## config.mk

```make
export PLATFORM = sky130hd
export DESIGN_NAME = score_tracker
export DESIGN_NICKNAME = d
export VERILOG_FILES = /design/src/rtl/dino_pkg.sv /design/src/rtl/bcd_digit.sv /design/src/rtl/score_tracker.sv
export SDC_FILE = /design/constraint.sdc
export NUM_CORES = 1
export LEC_CHECK = 0
export ABC_AREA = 1
export BUFFER_PORTS_ARGS = -buffer_cell sky130_fd_sc_hd__clkbuf_2
export CORE_AREA = 2 2 60 62
export CTS_CLUSTER_DIAMETER = 150
export DETAILED_ROUTE_END_ITERATION = 12
export DIE_AREA = 0 0 62 64
export PLACE_DENSITY_LB_ADDON = 0.3
export SYNTH_ARGS = -nofsm -noshare
export SYNTH_HDL_FRONTEND = slang
export SYNTH_HIERARCHICAL = 1
export SYNTH_SLANG_ARGS = --single-unit
```

## constraint.sdc

```tcl
create_clock -name clk -period 2.8 [get_ports clk]
set_input_delay 0.28 -clock clk [delete_from_list [all_inputs] [get_ports clk]]
set_output_delay 0.28 -clock clk [all_outputs]
set_load 0.01 [all_outputs]
```

## src/rtl/dino_pkg.sv

```systemverilog
// Shared types and constants for the score tracker.
// State encoding, BCD geometry and the saturation value.
package dino_pkg;

  localparam logic [1:0] ST_IDLE    = 2'd0;
  localparam logic [1:0] ST_RUNNING = 2'd1;
  localparam logic [1:0] ST_OVER    = 2'd2;

  typedef enum logic [1:0] {
    IDLE    = ST_IDLE,
    RUNNING = ST_RUNNING,
    OVER    = ST_OVER
  } state_t;

  localparam int DIGIT_W      = 4;
  localparam int SCORE_DIGITS = 4;
  localparam int SCORE_W      = DIGIT_W * SCORE_DIGITS;

  localparam logic [SCORE_W-1:0] BCD_MAX = 16'h9999;

endpackage

```

## src/rtl/bcd_digit.sv

```systemverilog
// One BCD digit: counts 0..9 on inc_in, wraps with carry_out.
// Chained to build the multi-digit score.
module bcd_digit
  import dino_pkg::*;
(
  input  logic               clk,
  input  logic               reset,
  input  logic               clear,
  input  logic               inc_in,
  output logic [DIGIT_W-1:0] value,
  output logic               carry_out
);

  assign carry_out = inc_in && (value == DIGIT_W'(9));

  always_ff @(posedge clk) begin
    if (reset || clear) begin
      value <= '0;
    end else if (inc_in) begin
      if (value == DIGIT_W'(9))
        value <= '0;
      else
        value <= value + DIGIT_W'(1);
    end
  end

endmodule

```

## src/rtl/score_tracker.sv

```systemverilog
// Game score / speed-level tracker fed by controller event pulses.
// Optional high score: define SCORE_TRACKER_HIGH_SCORE_EN.
module score_tracker
  import dino_pkg::*;
#(
  parameter int SCORE_DIV = 6,
  parameter int LEVEL_MAX = 7
) (
  input  logic        clk,
  input  logic        reset,
  input  logic [1:0]  game_tick,
  input  logic        game_start_pulse,
  input  logic        game_over_pulse,
  output logic        running,
  output logic [15:0] score_bcd,
  output logic [15:0] high_score_bcd,
  output logic [2:0]  speed_level,
  output logic        level_up_pulse,
  output logic        new_high_pulse
);

  localparam int PW =
    (SCORE_DIV > 1) ? $clog2(SCORE_DIV) : 1;
  localparam logic [PW-1:0] PRE_TOP =
    PW'(SCORE_DIV - 1);
  localparam logic [2:0] LVL_TOP = 3'(LEVEL_MAX);

  state_t              state;
  logic [PW-1:0]       presc;
  logic [SCORE_DIGITS:0] carry;
  logic                score_inc;
  logic                clear_score;
  logic                tick;
  logic                unused_tick;
  logic                unused_carry;

  assign tick         = game_tick[0];
  assign unused_tick  = game_tick[1];
  assign unused_carry = carry[SCORE_DIGITS];

  // Over beats a scoring tick; 9999 gates the chain so it saturates.
  assign score_inc = (state == RUNNING) && tick
                  && !game_over_pulse
                  && (presc == PRE_TOP)
                  && (score_bcd != BCD_MAX);

  assign clear_score = game_start_pulse
                    && (state != RUNNING);

  assign carry[0] = score_inc;

  for (genvar i = 0; i < SCORE_DIGITS; i++) begin : g_dig
    bcd_digit u_dig (
      .clk       (clk),
      .reset     (reset),
      .clear     (clear_score),
      .inc_in    (carry[i]),
      .value     (score_bcd[i*DIGIT_W +: DIGIT_W]),
      .carry_out (carry[i+1])
    );
  end

  always_ff @(posedge clk) begin
    if (reset) begin
      state          <= IDLE;
      running        <= 1'b0;
      presc          <= '0;
      speed_level    <= '0;
      level_up_pulse <= 1'b0;
    end else begin
      level_up_pulse <= 1'b0;
      unique case (state)
        IDLE, OVER: begin
          if (game_start_pulse) begin
            state       <= RUNNING;
            running     <= 1'b1;
            presc       <= '0;
            speed_level <= '0;
          end
        end
        RUNNING: begin
          if (game_over_pulse) begin
            state   <= OVER;
            running <= 1'b0;
          end else begin
            if (tick)
              presc <= (presc == PRE_TOP) ? '0
                     : presc + PW'(1);
            // Carry out of tens: crossed a multiple of 100.
            if (carry[2] && speed_level < LVL_TOP) begin
              speed_level    <= speed_level + 3'd1;
              level_up_pulse <= 1'b1;
            end
          end
        end
        default: begin
          state   <= IDLE;
          running <= 1'b0;
        end
      endcase
    end
  end

`ifdef SCORE_TRACKER_HIGH_SCORE_EN
  logic hs_update;

  assign hs_update = (state == RUNNING)
                  && game_over_pulse
                  && (score_bcd > high_score_bcd);

  always_ff @(posedge clk) begin
    if (reset) begin
      high_score_bcd <= '0;
      new_high_pulse <= 1'b0;
    end else begin
      new_high_pulse <= hs_update;
      if (hs_update)
        high_score_bcd <= score_bcd;
    end
  end
`else
  assign high_score_bcd = '0;
  assign new_high_pulse = 1'b0;
`endif

endmodule

```

==> results by group, run 1 <==
Min path
  • Hold depth: 3
  • Hold path start: game_start_pulse
  • Hold crit path type: in2reg

Cells and area
  • Sequential Area: 522 sq um
  • Ant diodes: 0
  • Most frequent cells in the layout: nand2_1, inv_1, dfxtp_1, clkbuf_2, nor2_1
  • Multi-input gate area: around 770 sq um
  • Post-Route Utilization: 0.516
  • Area grow syn2layout: 11.6%
  • Layout cell share with drive strength beyond 1: 0.280
  • NumNets Final: between 200 and 300
  • Leading cell type in the layout, fill and taps excluded: nand2_1
  • Fill cells: approximately 350
  • Non-filler instance count after layout: 300

Global route
  • First-pass GRT wire length: approximately 4.6 mm
  • Initial antenna violation count: 0
  • Largest net degree at the start of global routing: 16
  • Grt ovf: 0
  • GRT Util Overall: 0.147
  • Number of global-route vias before repair: between 1000 and 1500

Placement
  • Routability cong.: roughly 0.81
  • Placed Instances: between 200 and 300
  • Pre-CTS setup slack: around 380 ps
  • HPWL Detailed: between 2 and 2.5 mm
  • Port buffer count: 25

Die
  • Die Y: around 64 um
  • Die width: approximately 62 um
  • Initial core utilization: 0.462
  • Die Area: around 4000 sq um
  • Core area: ~3300 sq um
  • IO Count: 44
  • Rows: 21

Pwr
  • Lkg Pwr: approximately 0.77 nW
  • Max VDD drop: just under 200 uV
  • Pwr/cell area: approximately 430 nW/um^2

Clock network
  • Worst-skew pair later-pin latency: 320 ps
  • Clock sinks: 26
  • CTS root buf: clkbuf_4
  • CTS max path bufs: 2
  • CTS buffer count: 3
  • Post-CTS Resized: 0
  • Setup Buffers After CTS: 0
  • H-tree depth: 1
  • # hold bufs at CTS: 0
  • Clock slew at reported path FFs: approximately 150 ps
  • CTS tree: built

Timing
  • Slew at the pin with the worst max-slew slack: slightly below 700 ps
  • F_max: ~420 MHz
  • Setup ws final: between 300 and 400 ps
  • Crit share post-route: 0.859
  • Count of final setup violators: 0
  • Slew headroom: 0.535
  • Setup TNS: 0 ps
  • Slew Limit Fails: 0
  • RSZ-0062 raised after global routing: no
  • Period minus WS final: approximately 2400 ps
  • Final Skew: approximately 12 ps
  • Hold Fails Final Rpt: 0

Synthesis
  • Cell Area, Synth: between 1500 and 2000 sq um
  • Gate Count Post-Synth: between 200 and 250
  • Syn Area/Cell: ~6.8 sq um
  • Ys Warns: 6

Drt
  • Total wire length: roughly 2.6 mm
  • Pre-antenna DRT Iters: 4
  • Post-route ant nets: 0
  • Vias: around 1300
  • Residual DRC: 0
  • Via density: 4.42
  • Initial DRC count: 60
  • Routed length per instance: 8.61 um

Run status
  • Status: completed

Worst setup path
  • Crit Reg-Reg Startpoint: state[1]
  • CP startpoint: state[1]
  • Data required, critical path: between 3000 and 4000 ps
  • Crit path max fanout: 6
  • Crit path kind: reg2reg
  • R2R depth: 23
  • Crit path arrival time: 2640 ps
  • Endpoint type of the worst setup path: flop
  • CP startpoint kind: flop

Run
  • Maxcap violations: 0
## through the flow
step / total power, W / cell area [sq um] / hold WS [ps]
floorplan: 0.000472 / 1580 / 349
global placement: 0.000475 / 1640 / 449
detailed placement: 0.000475 / 1640 / 454
CTS: 0.000736 / 1690 / 214
global route: 0.000773 / 1700 / 193
finish: 0.000726 / 1700 / 222
## state kept, by name, summed over array words and instances, names as in the netlist
| name | count |
|---|---|
| presc | 3 |
| speed_level | 3 |
| level_up_pulse | 1 |
| running | 1 |
| g_dig.u_dig/value | 16 |
| state | 2 |
## where the power goes
part	leakage [nW]	total (W)	internal [W]	switching [W]
logic	0.528	0.0000837	0.0000262	0.0000575
clock network	0.0279	0.000259	0.000145	0.000114
registers	0.211	0.000383	0.000377	0.00000604
total	0.767	0.000726	0.000548	0.000178
## worst max-delay path, cell delays in order (launching register included)
cell and delay [ps]:
dfxtp_1 350, inv_2 60, nand3_1 100, nand2_2 90
nor2_4 150, nand4_1 100, nor2_1 200, nand2_2 90
inv_2 90, nand2_2 60, inv_1 100, nand2_2 70
inv_2 70, nand2_2 60, inv_1 80, nand2_2 70
inv_2 80, nand2_2 60, inv_1 100, nand2_2 80
nor2_2 100, nand3_1 70, nand2_1 70, nor2_1 30
## final timing paths
kind	slack, ps	endpoint
worst min register to register	470	running
worst max-delay path	390	g_dig[3].u_dig/value[3]
worst max register to register	390	g_dig[3].u_dig/value[3]
worst min-delay path	220	state[0]
## per-layer routing
metal / wire length, um / up-vias / global-route usage
li1: - / 723 / -
met1: 1350 / 572 / 0.224
met2: 1110 / 30 / 0.214
met3: 111 / 2 / 0.0243
met4: 14 / 0 / 0.0319
met5: 0 / - / 0
## area by class of cell
cell class                 instances  share of cell area
clock buffer                       3              0.0133
clock inverter                     1              0.0177
inverter                          42              0.0930
multi-input combinational        156               0.456
sequential                        26               0.308
tap                               46              0.0339
timing repair buffer              26              0.0782
No activity file was read; power rests on OpenSTA's default activity.
==> run 2, diff against run 1 <==
Settings changed: CTS_BUF_LIST set to sky130_fd_sc_hd__clkbuf_8.
==> results by group, run 2 (synthesis gave the netlist of run 1 again) <==
Clock network
  • Clock sinks: 26
  • CTS tree: built
  • CTS max path bufs: 2
  • H-tree depth: 1
  • Post-CTS Resized: 0
  • CTS buffer count: 3
  • Clock slew at reported path FFs: about 90 ps
  • Setup Buffers After CTS: 0
  • CTS root buf: clkbuf_8
  • # hold bufs at CTS: 0
  • Worst-skew pair later-pin latency: ~270 ps

Pwr
  • Clock power frac: 0.400
  • Pwr/cell area: between 400 and 500 nW/um^2
  • Logic pwr share: 0.108
  • P_sw: roughly 0.00018 W
  • Net Sw Frac: 0.236
  • Int Pwr: roughly 0.00059 W
  • Flop pwr share: 0.492
  • Max VDD drop: between 200 and 300 uV
  • Lkg Pwr: 0.774 nW

Die
  • Die Y: around 64 um
  • Rows: 21
  • Die Area: between 3000 and 4000 sq um
  • Core area: 3280 sq um
  • Die width: 62 um
  • IO Count: 44
  • Initial core utilization: 0.462

Timing
  • Slew Limit Fails: 0
  • Crit share post-route: 0.867
  • Slew headroom: 0.534
  • F_max: 412 MHz
  • RSZ-0062 raised after global routing: no
  • Period minus WS final: 2430 ps
  • Slew at the pin with the worst max-slew slack: 696 ps
  • Final Skew: ~6 ps
  • Setup TNS: 0 ps
  • Hold Fails Final Rpt: 0
  • Count of final setup violators: 0

Cells and area
  • Largest register FFs: 16
  • Layout cell share with drive strength beyond 1: 0.276
  • Most frequent cells in the layout: nand2_1, inv_1, dfxtp_1
  • NumNets Final: 262
  • Leading cell type in the layout, fill and taps excluded: nand2_1
  • Biggest regs: g_dig.u_dig/value (16), presc (3), speed_level (3)
  • Post-Route Utilization: 0.522
  • Largest Register: g_dig.u_dig/value
  • Ant diodes: 0
  • Area grow syn2layout: 12.8%
  • Non-filler instance count after layout: 300
  • Fill cells: approximately 340

Global route
  • Largest net degree at the start of global routing: 16
  • Number of global-route vias before repair: 1119
  • Grt ovf: 0
  • Initial antenna violation count: 0
  • GRT Util Overall: 0.150
  • First-pass GRT wire length: roughly 4.7 mm

Drt
  • Pre-antenna DRT Iters: 4
  • Routed length per instance: a little under 9 um
  • Post-route ant nets: 0
  • Total wire length: 2.60 mm
  • Initial DRC count: 66
  • Via density: around 4.4
  • Vias: around 1300
  • Residual DRC: 0

Min path
  • Hold path start: game_start_pulse
  • Worst Hold Endpoint: state[0]
  • Hold depth: 3
  • Hold crit path type: in2reg

Placement
  • Routability cong.: about 0.8
  • Port buffer count: 25
  • Placed Instances: roughly 300
  • HPWL Detailed: approximately 2 mm

Run status
  • Status: completed

Worst setup path
  • Endpoint type of the worst setup path: flop
  • Data required, critical path: slightly below 3000 ps
  • Crit path arrival time: about 2600 ps
  • Crit Reg-Reg Startpoint: state[0]
  • Crit path max fanout: 6
  • Reg2reg setup slack: around 370 ps
  • RR Endpoint: g_dig[3].u_dig/value[3]
  • Crit path kind: reg2reg
  • R2R depth: 23
  • CP startpoint kind: flop

Run
  • Maxcap violations: 0
-- run 2: cell counts in the layout (fill, tap and decap cells not counted) --
Identical to the previous run, type by type.
-- run 2: power groups by stage --
stage	combinational [W]	sequential, W	clock (W)
after global routing	0.0000960	0.000384	0.000345
final	0.0000839	0.000382	0.000311
after CTS	0.0000840	0.000382	0.000320
after floorplan	0.0000799	0.000392	0
after detailed placement	0.0000837	0.000391	0
after global placement	0.0000837	0.000391	0
-- run 2: final cells by class --
cell class	instances	area, sq um	share of cell area
Multi-Input combinational cell	156	773	0.451
Sequential cell	26	520	0.304
Inverter	42	158	0.0920
Timing Repair Buffer	26	133	0.0774
Tap cell	46	57.6	0.0336
Clock buffer	3	41.3	0.0241
Clock inverter	1	30.0	0.0175
-- run 2: worst max-delay path by stage --
stage / depth (start not counted) / startpoint / slack [ps] / endpoint
floorplan: 23 / state[0] / 580 / g_dig[3].u_dig/value[3]
detailed placement: 23 / state[0] / 380 / g_dig[3].u_dig/value[3]
global placement: 23 / state[0] / 400 / g_dig[3].u_dig/value[3]
finish: 23 / state[0] / 370 / g_dig[3].u_dig/value[3]
CTS: 23 / state[0] / 350 / g_dig[3].u_dig/value[3]
global route: 23 / state[0] / 0.8 / g_dig[3].u_dig/value[1]
-- run 2: critical path, stage by stage, from the launching register on --
cell and delay (ps):
dfxtp_1 390, inv_2 70, nand2_2 70, nand2_2 80, nor2_4 150, nand4_1 100
nor2_1 200, nand2_2 90, inv_2 90, nand2_2 60, inv_1 100, nand2_2 70
inv_2 70, nand2_2 60, inv_1 90, nand2_2 70, inv_2 80, nand2_2 60
inv_1 100, nand2_2 70, nor2_2 100, nand3_1 70, nand2_1 70, nor2_1 40
-- run 2: per-stage QoR --
stage / power [W] / hold WS [ps] / setup WS, ps / cell area [sq um]
floorplan: 0.000472 / 349 / 583 / 1580
global placement: 0.000475 / 449 / 397 / 1640
detailed placement: 0.000475 / 454 / 384 / 1640
CTS: 0.000787 / 287 / 347 / 1710
global route: 0.000825 / 287 / 0.753 / 1710
finish: 0.000777 / 292 / 373 / 1710
-- run 2: metal layers --
layer | vias to the layer above | global-route usage | share of wire
met3 | 2 | 0.0243 | 0.043
met4 | 0 | 0.0559 | 0.010
met1 | 577 | 0.223 | 0.52
met5 | - | 0 | 0
li1 | 723 | - | -
met2 | 31 | 0.214 | 0.43
==> run 3, diff against run 2 <==
Settings changed: CORE_AREA 2 2 60 62 to 2 2 84 46, DIE_AREA 0 0 62 64 to 0 0 86 48, PLACE_DENSITY set to 0.69, PLACE_DENSITY_LB_ADDON 0.3 to not set, RECOVER_POWER set to 50.
==> results by group, run 3 (synthesis gave the netlist of run 1 again) <==
Run status
  • Status: completed

Timing
  • Setup TNS: 0 ps
  • F_max: ~400 MHz
  • Hold Fails Final Rpt: 0
  • Slew headroom: 0.490
  • Period minus WS final: ~2500 ps
  • Count of final setup violators: 0
  • Slew Limit Fails: 0
  • RSZ-0062 raised after global routing: no
  • Final hold slack: 288 ps
  • Final Skew: 6.20 ps
  • Slew at the pin with the worst max-slew slack: between 700 and 800 ps
  • Crit share post-route: 0.886

Worst setup path
  • Crit path max fanout: 6
  • Critical path depth: 23
  • Worst path buffer plus inverter count: 7
  • CP startpoint kind: flop
  • Worst path cell trace: inv_2, nand3_1, nand2_2, nor2_4, nand4_1, nor2_2, nand2_2, inv_2, nand2_2, inv_1, nand2_2, inv_2, nand2_2, inv_2, nand2_2, inv_2, nand2_2, inv_1, nand2_2, nor2_2, nand3_1, nand2_1, nor2_1
  • Endpoint type of the worst setup path: flop
  • Data required, critical path: just under 3000 ps
  • CP delay by family, top: simple AND/OR/NAND/NOR gates
  • R2R depth: 23
  • Slowest stage cell, crit path: dfxtp_1
  • CP peak stage delay: around 330 ps
  • Most frequent CP cell: nand2_2
  • Crit path arrival time: 2650 ps
  • Crit path kind: reg2reg

Cells and area
  • Most frequent cells in the layout: nand2_1, inv_1, dfxtp_1
  • Area grow syn2layout: 8.98%
  • Biggest regs: g_dig.u_dig/value (16), presc (3), speed_level (3)
  • Layout cell share with drive strength beyond 1: 0.206
  • NumNets Final: 262
  • Largest register FFs: 16
  • Ant diodes: 0
  • Largest Register: g_dig.u_dig/value
  • Leading cell type in the layout, fill and taps excluded: nand2_1

Drt
  • Vias: between 1000 and 1500
  • Via density: roughly 4.6
  • Total wire length: between 3 and 4 mm
  • Routed length per instance: approximately 10 um
  • Post-route ant nets: 0
  • Residual DRC: 0
  • Initial DRC count: 73
  • Pre-antenna DRT Iters: 4

Clock network
  • H-tree depth: 1
  • Setup Buffers After CTS: 0
  • Worst-skew pair later-pin latency: ~270 ps
  • Clock slew at reported path FFs: approximately 90 ps
  • CTS max path bufs: 2
  • Clock sinks: 26
  • CTS root buf: clkbuf_8
  • CTS tree: built
  • CTS buffer count: 3

Pwr
  • Lkg Pwr: a little under 0.7 nW
  • Max VDD drop: 152 uV
  • Pwr/cell area: roughly 410 nW/um^2

Min path
  • Hold crit path type: in2reg
  • Hold depth: 3

Global route
  • GRT Util Overall: 0.159
  • Number of global-route vias before repair: between 1000 and 1500
  • Largest net degree at the start of global routing: 14
  • Grt ovf: 0
  • First-pass GRT wire length: 5.02 mm
  • Initial antenna violation count: 0

Placement
  • HPWL Detailed: between 2 and 2.5 mm
  • Routability cong.: 0.790
  • Port buffer count: 25

Die
  • Rows: 15
  • Die Area: just over 4000 sq um
  • Die width: 86 um
  • Core area: ~3300 sq um
  • IO Count: 44
  • Die Y: ~48 um
  • Initial core utilization: 0.457

Run
  • Maxcap violations: 0
==> run 3: cell count changes in the layout (fill, tap and decap cells not counted), sizes merged <==
cell and delta:
bufinv -1
==> run 3: area by class of cell <==
type | instances | area, sq um
fill | 361 | 1670
multi-input combinational | 156 | 773
sequential | 26 | 522
inverter | 42 | 158
timing repair buffer | 26 | 109
tap | 42 | 52.6
clock buffer | 3 | 41.3
==> run 3: repair_timing <==
action | CTS | global route
resized for setup | 0 | 3
hold buffers | 0 | 0
hold endpoints to repair | 0 | 0
setup endpoints to repair | 0 | 3
==> run 3: path summary, 6_finish.rpt <==
| path | end | from | slack (ps) |
|---|---|---|---|
| max | g_dig[3].u_dig/value[3] | state[1] | 320 |
| min reg2reg | running | running | 470 |
| min | running | game_start_pulse | 290 |
| max reg2reg | g_dig[3].u_dig/value[3] | state[1] | 320 |
==> run 3: worst reg2reg max path, delay by kind of cell, from the launching register on <==
| kind | cells | cell delay, ps |
|---|---|---|
| AND/OR/NAND/NOR | 16 | 1440 |
| buffers and inverters | 7 | 590 |
| flip-flops | 1 | 330 |
==> run 3: routing by layer <==
metal | track usage | up-vias | share of wire | routed length, um
li1 | - | 722 | - | -
met1 | 0.232 | 585 | 0.57 | 1760
met2 | 0.233 | 42 | 0.36 | 1120
met3 | 0.0466 | 3 | 0.063 | 193
met4 | 0.0317 | 0 | 0.0032 | 10
met5 | 0 | - | 0 | 0
==> run 3: through the flow <==
step,utilization,cell area (sq um),total power [W],setup slack (ps),instances
finish,0.498,1660,0.000682,318,295
global route,0.498,1660,0.000717,60.8,295
CTS,0.505,1680,0.000688,142,295
detailed placement,0.493,1640,0.000479,166,292
global placement,0.493,1640,0.000477,236,292
floorplan,-,1580,0.000472,583,241
==> run 3: report_power, final <==
| part | leakage (nW) | internal (W) | switching (W) | total, W |
|---|---|---|---|---|
| Sequential | 0.211 | 0.000376 | 0.00000638 | 0.000383 |
| Combinational | 0.459 | 0.0000262 | 0.0000612 | 0.0000874 |
| Clock | 0.0216 | 0.0000965 | 0.000115 | 0.000212 |
| Total | 0.691 | 0.000499 | 0.000183 | 0.000682 |
